File: src/rtl/uart_tx_arbiter_pkg.sv
`default_nettype none
// ============================================================================
// Module   : uart_tx_arbiter_pkg
// Brief    : Shared UART transmit state encodings, line levels and defaults.
// Revision : 1.0
// ============================================================================
package uart_tx_arbiter_pkg;

    typedef enum logic [1:0] {
        ST_IDLE  = 2'd0,
        ST_START = 2'd1,
        ST_DATA  = 2'd2,
        ST_STOP  = 2'd3
    } tx_state_t;

    localparam logic c_UART_IDLE_LVL = 1'b1;
    localparam int   c_DEF_DATA_W    = 8;
    localparam int   c_DEF_CLK_DIV   = 5000;

endpackage
`default_nettype wire

File: src/rtl/uart_tx_frame.sv
`default_nettype none
// ============================================================================
// Module   : uart_tx_frame
// Brief    : 8N1 frame serializer with bit-timing counter, LSB-first payload.
// Revision : 1.0
// ============================================================================
module uart_tx_frame
    import uart_tx_arbiter_pkg::*;
#(
    parameter int DATA_W  = c_DEF_DATA_W,
    parameter int CLK_DIV = c_DEF_CLK_DIV
) (
    input  logic              clk,
    input  logic              rst,
    input  logic              i_load,
    input  logic [DATA_W-1:0] i_byte,
    output logic              o_tx,
    output logic              o_done
);

    localparam int c_CNT_W = $clog2(CLK_DIV);
    localparam int c_IDX_W = $clog2(DATA_W + 1);
    localparam logic [c_CNT_W-1:0] c_CNT_LAST = c_CNT_W'(CLK_DIV - 1);
    localparam logic [c_IDX_W-1:0] c_IDX_LAST = c_IDX_W'(DATA_W - 1);

    tx_state_t           r_state, w_state_nxt;
    logic [c_CNT_W-1:0]  r_cnt,   w_cnt_nxt;
    logic [c_IDX_W-1:0]  r_idx,   w_idx_nxt;
    logic [DATA_W-1:0]   r_shift, w_shift_nxt;
    logic                r_tx,    w_tx_nxt;
    logic                w_done;

    always_ff @(posedge clk) begin
        if (rst) begin
            r_state <= ST_IDLE;
            r_cnt   <= '0;
            r_idx   <= '0;
            r_shift <= '0;
            r_tx    <= c_UART_IDLE_LVL;
        end else begin
            r_state <= w_state_nxt;
            r_cnt   <= w_cnt_nxt;
            r_idx   <= w_idx_nxt;
            r_shift <= w_shift_nxt;
            r_tx    <= w_tx_nxt;
        end
    end

    // tx is registered: each state transition also loads the level for the next slot
    always_comb begin
        w_state_nxt = r_state;
        w_cnt_nxt   = r_cnt;
        w_idx_nxt   = r_idx;
        w_shift_nxt = r_shift;
        w_tx_nxt    = r_tx;
        w_done      = 1'b0;
        case (r_state)
            ST_IDLE: begin
                if (i_load) begin
                    w_shift_nxt = i_byte;
                    w_tx_nxt    = 1'b0;
                    w_cnt_nxt   = '0;
                    w_idx_nxt   = '0;
                    w_state_nxt = ST_START;
                end
            end
            ST_START: begin
                if (r_cnt == c_CNT_LAST) begin
                    w_cnt_nxt   = '0;
                    w_tx_nxt    = r_shift[0];
                    w_state_nxt = ST_DATA;
                end else begin
                    w_cnt_nxt = r_cnt + 1'b1;
                end
            end
            ST_DATA: begin
                if (r_cnt == c_CNT_LAST) begin
                    w_cnt_nxt = '0;
                    if (r_idx == c_IDX_LAST) begin
                        w_tx_nxt    = c_UART_IDLE_LVL;
                        w_state_nxt = ST_STOP;
                    end else begin
                        w_idx_nxt   = r_idx + 1'b1;
                        w_shift_nxt = r_shift >> 1;
                        w_tx_nxt    = r_shift[1];
                    end
                end else begin
                    w_cnt_nxt = r_cnt + 1'b1;
                end
            end
            ST_STOP: begin
                if (r_cnt == c_CNT_LAST) begin
                    w_cnt_nxt   = '0;
                    w_done      = 1'b1;
                    w_state_nxt = ST_IDLE;
                end else begin
                    w_cnt_nxt = r_cnt + 1'b1;
                end
            end
            default: w_state_nxt = ST_IDLE;
        endcase
    end

    assign o_tx   = r_tx;
    assign o_done = w_done;

endmodule
`default_nettype wire

File: src/rtl/uart_tx_arbiter.sv
`default_nettype none
// ============================================================================
// Module   : uart_tx_arbiter
// Brief    : Round-robin sharing of one UART TX line among N_REQ byte producers.
// Revision : 1.0
// ============================================================================
module uart_tx_arbiter
    import uart_tx_arbiter_pkg::*;
#(
    parameter int N_REQ   = 4,
    parameter int DATA_W  = c_DEF_DATA_W,
    parameter int CLK_DIV = c_DEF_CLK_DIV
) (
    input  logic                      clk,
    input  logic                      rst,
    input  logic [N_REQ-1:0]          req,
    input  logic [N_REQ*DATA_W-1:0]   data,
    output logic [N_REQ-1:0]          ack,
    output logic [$clog2(N_REQ)-1:0]  grant_id,
    output logic                      busy,
    output logic                      tx
);

    localparam int c_ID_W = $clog2(N_REQ);

    logic [N_REQ-1:0]  r_ack;
    logic [c_ID_W-1:0] r_grant;
    logic [c_ID_W-1:0] r_rr;
    logic              r_busy;

    logic              w_found;
    logic [c_ID_W-1:0] w_win;
    logic [c_ID_W-1:0] w_idx;
    int                w_j;
    logic              w_load;
    logic [DATA_W-1:0] w_byte;
    logic              w_done;

    // First requester at or after the rr pointer, wrapping around
    always_comb begin
        w_found = 1'b0;
        w_win   = '0;
        w_j     = 0;
        w_idx   = '0;
        for (int k = 0; k < N_REQ; k++) begin
            w_j = int'(r_rr) + k;
            if (w_j >= N_REQ) begin
                w_j = w_j - N_REQ;
            end
            w_idx = c_ID_W'(w_j);
            if (!w_found && req[w_idx]) begin
                w_found = 1'b1;
                w_win   = w_idx;
            end
        end
    end

    assign w_load = !r_busy && w_found;
    assign w_byte = data[w_win*DATA_W +: DATA_W];

    always_ff @(posedge clk) begin
        if (rst) begin
            r_ack   <= '0;
            r_grant <= '0;
            r_rr    <= '0;
            r_busy  <= 1'b0;
        end else begin
            r_ack <= '0;
            if (w_load) begin
                r_ack[w_win] <= 1'b1;
                r_grant      <= w_win;
                r_busy       <= 1'b1;
                r_rr         <= (w_win == c_ID_W'(N_REQ - 1)) ? '0 : w_win + 1'b1;
            end else if (w_done) begin
                r_busy <= 1'b0;
            end
        end
    end

    uart_tx_frame #(
        .DATA_W  (DATA_W),
        .CLK_DIV (CLK_DIV)
    ) u_frame (
        .clk    (clk),
        .rst    (rst),
        .i_load (w_load),
        .i_byte (w_byte),
        .o_tx   (tx),
        .o_done (w_done)
    );

    assign ack      = r_ack;
    assign grant_id = r_grant;
    assign busy     = r_busy;

endmodule
`default_nettype wire

File: config.mk
export PLATFORM = sky130hd
export DESIGN_NAME = uart_tx_arbiter
export DESIGN_NICKNAME = d
export VERILOG_FILES = /design/src/rtl/uart_tx_arbiter_pkg.sv /design/src/rtl/uart_tx_frame.sv /design/src/rtl/uart_tx_arbiter.sv
export SDC_FILE = /design/constraint.sdc
export NUM_CORES = 1
export LEC_CHECK = 0
export BUFFER_PORTS_ARGS = -buffer_cell sky130_fd_sc_hd__buf_2
export CORE_ASPECT_RATIO = 1.1
export CORE_MARGIN = 2
export CORE_UTILIZATION = 40
export DETAILED_ROUTE_END_ITERATION = 10
export MAX_ROUTING_LAYER = met4
export PLACE_DENSITY_LB_ADDON = 0.12
export RECOVER_POWER = 100
export SLEW_MARGIN = 20
export SYNTH_ARGS = -nofsm -noshare
export SYNTH_HDL_FRONTEND = slang
export SYNTH_HIERARCHICAL = 1
export SYNTH_SLANG_ARGS = --single-unit
File: constraint.sdc
create_clock -name clk -period 2.3 [get_ports clk]
set_input_delay 0.46 -clock clk [delete_from_list [all_inputs] [get_ports clk]]
set_output_delay 0.46 -clock clk [all_outputs]
set_load 0.01 [all_outputs]
==> results of run 1 <==
## report_power, final
part           total (W)  internal [W]  switching, W
Combinational    0.00123      0.000553      0.000675
Sequential      0.000810      0.000741     0.0000698
Clock           0.000509      0.000271      0.000238
## per-stage QoR
step                util [%]  power [W]
detailed placement      49.6    0.00208
finish                  51.1    0.00255
global route            51.1    0.00274
floorplan                  -    0.00166
CTS                     51.4    0.00259
global placement        49.6    0.00206
## kinds of logic after synthesis
family	Yosys count	share of synthesized area (%)
flip-flops	37	30.2
buffers and inverters	28	6.07
adder cells (fa/ha/maj)	11	5.61
multiplexers	36	14.8
XOR/XNOR	2	0.714
AO/OA/AOI/OAI	60	17.7
AND/OR/NAND/NOR	105	24.9
## sequential cells by signal (all words and copies together), names as in the netlist
register,flops
u_frame/r_cnt,13
busy,1
u_frame/r_state,2
r_rr,2
grant_id,2
ack,4
u_frame/r_shift,8
u_frame/o_tx,1
u_frame/r_idx,4
## synthesized netlist by cell type, drive strengths merged, types with 2 or more instances
library cell / n / area, sq um
a22o: 5 / 43.8
a21oi: 15 / 78.8
buf: 10 / 80.1
mux2: 2 / 22.5
o211ai: 11 / 82.6
mux2i: 34 / 340
or4: 5 / 41.3
or3: 12 / 75.1
dfxtp: 37 / 741
nor3: 6 / 30.0
clkbuf: 8 / 31.3
a31oi: 9 / 56.3
nand2: 16 / 60.1
and3: 3 / 18.8
nor2: 11 / 48.8
nor4: 5 / 31.3
nand3: 11 / 55.1
o22a: 2 / 17.5
or2: 2 / 12.5
a211oi: 2 / 15.0
nand2b: 6 / 37.5
o31ai: 5 / 37.5
and2: 6 / 37.5
ha: 11 / 138
nand4: 4 / 25.0
xnor2: 2 / 17.5
nand3b: 12 / 90.1
inv: 10 / 37.5
nor2b: 2 / 12.5
## per-layer routing
metal / GRT usage [%] / wire, microns / vias up
met3: 3.37 / 259 / 10
met4: 6.70 / 104 / 0
li1: - / - / 1175
met2: 31.4 / 2750 / 60
met5: - / 0 / -
met1: 22.7 / 2790 / 1062
## final timing paths
path                     start  cells past startpoint               end
min reg2reg               busy                      2              busy
min                        rst                      2           r_rr[1]
max reg2reg  u_frame/r_cnt[10]                      4  u_frame/r_idx[2]
max          u_frame/r_cnt[10]                      4  u_frame/r_idx[2]
## critical path: cells and delay by family (launching register included)
kind	cells	cell delay [ns]
and+or+nand+nor	3	1.63
DFF	1	0.35
AOI/OAI and AO/OA	1	0.14
## timing repair
action                                 in CTS  in global routing
hold buffers                                0                  0
resized for setup                           0                  1
endpoints found under the hold margin       0                  0
setup endpoints to repair                   0                  8
## layout make-up
type | count | area, sq um
multi-input combinational | 214 | 1570
inverter | 10 | 37.5
fill | 579 | 2860
timing repair buffer | 73 | 437
tap | 77 | 96.3
sequential | 37 | 741
clock inverter | 1 | 5.00
clock buffer | 7 | 96.3
==> summary.txt, run 1 <==
Worst setup path
  – Startpoint types: flop
  – Crit. End Element: flop
  – CP max-delay cell: or4_4
  – R2R Setup Slk: 0.1 ns
  – Critical Path, Cell by Cell: or4_1 > or4_4 > or4_1 > a21oi_1
  – Critical path arrival: 2.43 ns
  – CP Data Required Time: 2.52 ns
  – Slowest Stage Delay on Critical Path: 0.60 ns
  – Most frequent CP cell: or4_1
  – CP Class: reg2reg
  – Max Fanout on Critical Path: 29

Placement
  – Pre-CTS WS: 0.0444 ns
  – Detailed Place HPWL: 4360 microns
  – GPL Wtd Cong: 0.821
  – Area of placed instances: 0.00290 sq mm
  – Buffers on Ports: 45
  – Cells after DPL: 411

Route
  – Final wirelength: 5900 microns
  – Antenna Nets Post-Route: 0
  – DRC: 0
  – Drt first pass iters: 4
  – Via count normalized by instance count: 5.51
  – Detailed Route Iter0 Violations: 91
  – Via count: 2307
  – Routed len/inst: 14.1 microns

Yosys
  – FFs w/ async S/R, synth: 0%
  – Synth Register Bits: 37
  – Sequential area share after synthesis: 30.2%
  – Avg Inst Size Synth: 8.79 sq um
  – EDFF count, synth: 0
  – Top_reg_cell synth: dfxtp_1
  – Gate Count Post-Synth: 279
  – Syn Std Cell Area: 0.00245 sq mm
  – Synth cell types: 53
  – Syn nets: 328
  – YS warnings: 6

Clocking
  – Worst-path clk slew: 0.08 ns
  – CTS Sinks: 37
  – Clock buffer depth: 2
  – Setup Fix Bufs, Post-CTS: 0
  – Inserted Clock Buffers: 5
  – Clk root buf: clkbuf_8
  – Clk_lat worst skew: 0.29 ns
  – TritonCTS clock tree: done
  – Depth of the CTS H-tree: 2

Layout
  – Layout Nets: 390
  – Area Growth Syn to Fin: 21.6%
  – Non-Filler Instances: 419
  – Share of layout cells above drive strength 1: 23.7%
  – Final design instance area without fill: 0.00298 sq mm
  – Most frequent cells in the layout: dfxtp_1 (37), buf_2 (37), mux2i_1 (34), buf_4 (22), nand2_1 (16)
  – Diode count: 0

Die
  – Die Ht: 86.1 microns
  – Site Rows: 29
  – Core Region: 0.00584 sq mm
  – Io pins: 46
  – Total Die Area: 0.00678 sq mm
  – Die width: 78.7 microns
  – Initial Utilization: 42.0%

Timing
  – Period utilization: 95.8%
  – Fin. max-slew vios: 0
  – Worst hold slack: 0.486 ns
  – Worst slew margin: 74.4%
  – Final WS setup: 0.0975 ns
  – Final setup viols: 0
  – Clock skew: 0.00538 ns
  – Worst-Margin Slew: 0.381 ns
  – Fmax: 454 MHz
  – Final Hold Fails: 0
  – RSZ-0062 raised after global routing: no
  – Fin crit period: 2.20 ns
  – Total Negative Setup Slacks: 0 ns

Global route
  – GRT Residual Overflow: 0
  – First-pass GRT wire length: 10000 microns
  – Largest net degree at the start of global routing: 30
  – GRT Total Usage: 18.8%
  – Antenna violations before repair: 0
  – Vias in the first global route: 2197

Power
  – VDD IR max: 0.000345 V
  – P per Cell Area: 854 mW/mm^2
  – LEAKAGE: 1.20 nW

Hold path
  – Min-delay worst type: in2reg

Job
  – Max-cap check violation count: 0

Run status
  – Outcome: finished, final reports clean
(Power assumes the default switching activity.)
==> run 2, diff against run 1 <==
CAP_MARGIN = 40   (was unset)
CORE_UTILIZATION = 56   (was 40)
SETUP_SLACK_MARGIN = 0.15   (was unset)
==> run 2 against run 1 <==
Clock skew up 0.0038 ns; sequential share of layout area down 0.062 points; critical path depth up 1; cell area up 0.42%; core utilization up 19 points; critical path type unchanged; hold slack better by 0.0046 ns; non-clock buffer count up 2; power up 2.3%; highest routed layer unchanged; flip-flop and latch count unchanged; critical endpoint is now u_frame/r_state[1].
==> summary.txt, run 2 (synthesized netlist as in run 1, its figures left out) <==
Route
  – Via count normalized by instance count: 5.82
  – Drt first pass iters: 4
  – DRC: 0
  – Detailed Route Iter0 Violations: 124
  – Via count: 2317
  – Routed len/inst: 14.8 microns
  – Final wirelength: 5890 microns
  – Antenna Nets Post-Route: 0

Worst setup path
  – Crit. End Element: flop
  – Worst R2R Path Depth: 5
  – CP Data Required Time: 2.52 ns
  – Worst flop-to-flop path startpoint: u_frame/r_cnt[10]
  – Startpoint types: flop
  – RR Endpoint: u_frame/r_state[1]
  – CP Class: reg2reg
  – Max Fanout on Critical Path: 7
  – Critical path arrival: 2.39 ns
  – R2R Setup Slk: 0.13 ns

Die
  – Io pins: 46
  – Site Rows: 25
  – Die Ht: 73.4 microns
  – Initial Utilization: 57.7%
  – Die width: 67.1 microns
  – Core Region: 0.00425 sq mm
  – Total Die Area: 0.00493 sq mm

Layout
  – Area Growth Syn to Fin: 22.1%
  – Leading cell type in the layout, fill and taps excluded: buf_2
  – Share of layout cells above drive strength 1: 24.7%
  – Max FFs per register: 13
  – Largest regs: u_frame/r_cnt: 13 flops, u_frame/r_shift: 8 flops
  – Filler cell count: 356
  – Non-Filler Instances: 398
  – Layout Nets: 392
  – Top reg by flops: u_frame/r_cnt
  – Most frequent cells in the layout: buf_2 (37), dfxtp_1 (36), mux2i_1 (34), buf_4 (21), nand2_1 (16)
  – Diode count: 0

Placement
  – GPL Wtd Cong: 0.910
  – Detailed Place HPWL: 4310 microns
  – Buffers on Ports: 45
  – Cells after DPL: 387
  – Pre-CTS WS: 0.0525 ns

Timing
  – RSZ-0062 raised after global routing: yes
  – Fin crit period: 2.17 ns
  – Worst hold slack: 0.491 ns
  – Fmax: 460 MHz
  – Final WS setup: 0.127 ns
  – Fin. max-slew vios: 0
  – Total Negative Setup Slacks: 0 ns
  – Worst-Margin Slew: 0.379 ns
  – Final Hold Fails: 0
  – Final setup viols: 0
  – Clock skew: 0.00918 ns
  – Period utilization: 94.5%
  – Worst slew margin: 74.5%

Global route
  – Antenna violations before repair: 0
  – Largest net degree at the start of global routing: 21
  – Vias in the first global route: 2146
  – GRT Residual Overflow: 0
  – GRT Total Usage: 26.4%
  – First-pass GRT wire length: 9730 microns

Power
  – Sw frac: 38.0%
  – P per Cell Area: 869 mW/mm^2
  – LEAKAGE: 1.22 nW
  – Int Power: 0.00162 W
  – Power share of the clock group: 19.4%
  – Combinational share of power: 49.5%
  – Sequential Power Share: 31.1%
  – Switch Pwr: 0.000989 W
  – VDD IR max: 0.000493 V

Clocking
  – CTS Sinks: 37
  – Clk_lat worst skew: 0.29 ns
  – Clk root buf: clkbuf_8
  – Inserted Clock Buffers: 5
  – Worst-path clk slew: 0.07 ns
  – Clock buffer depth: 2
  – TritonCTS clock tree: done
  – Depth of the CTS H-tree: 2

Hold path
  – Hold path endpoint: u_frame/r_shift[7]
  – Min-Delay Path Depth: 2
  – Worst hold start: u_frame/r_shift[7]
  – Min-delay worst type: reg2reg

Run status
  – Outcome: finished, final reports clean

Job
  – Max-cap check violation count: 0
[run 2: area by class of cell]
| type | count | area [sq um] | area share, % |
|---|---|---|---|
| multi-input combinational | 214 | 1570 | 52.4 |
| clock inverter | 1 | 5.00 | 0.167 |
| clock buffer | 7 | 96.3 | 3.22 |
| tap | 54 | 67.6 | 2.25 |
| inverter | 10 | 37.5 | 1.25 |
| sequential | 37 | 742 | 24.8 |
| timing repair buffer | 75 | 477 | 15.9 |
[run 2: per-layer routing]
metal | share of wire, % | wire length [microns] | track usage, %
met5 | 0 | 0 | -
met4 | 2.2 | 129 | 10.2
met3 | 3.4 | 199 | 4.59
met2 | 51 | 2980 | 45.2
met1 | 44 | 2570 | 30.6
[run 2: what timing repair did]
action | CTS | global route
endpoints found under the setup margin | 18 | 16
hold buffers | 0 | 0
setup buffers | 2 | 1
gates resized for setup | 3 | 1
pin swaps | 1 | 1
[run 2: worst max path at each step]
| stage | startpoint | end | slack, ns | depth (start not counted) |
|---|---|---|---|---|
| final | u_frame/r_cnt[10] | u_frame/r_state[1] | 0.13 | 5 |
| after detailed placement | u_frame/r_cnt[10] | u_frame/r_shift[2] | 0.05 | 5 |
| after CTS | u_frame/r_cnt[10] | u_frame/r_shift[2] | 0.16 | 5 |
| after floorplan | u_frame/r_cnt[3] | u_frame/r_state[0] | 0.15 | 6 |
| after global placement | u_frame/r_cnt[10] | u_frame/r_shift[6] | 0.10 | 5 |
| after global routing | u_frame/r_cnt[10] | u_frame/r_state[1] | 0.04 | 5 |
[run 2: per-stage QoR]
| stage | total power [W] | area, sq um | util, % |
|---|---|---|---|
| floorplan | 0.00166 | 2450 | - |
| detailed placement | 0.00209 | 2890 | 67.9 |
| finish | 0.00261 | 3000 | 70.4 |
| CTS | 0.00264 | 3020 | 71.1 |
| global placement | 0.00206 | 2890 | 67.9 |
| global route | 0.00279 | 3000 | 70.4 |
[run 2: power groups by stage]
stage	sequential, W	clock [W]	combinational (W)
finish	0.000810	0.000506	0.00129
CTS	0.000808	0.000515	0.00131
global route	0.000819	0.000540	0.00143
floorplan	0.000822	0	0.000843
detailed placement	0.000821	0	0.00127
global placement	0.000819	0	0.00124
[run 2: critical path, stage by stage, from the launching register on]
cell	delay, ns
dfxtp_2	0.35
or4_1	0.51
or4_4	0.49
clkbuf_2	0.20
a221oi_2	0.34
mux2i_1	0.22
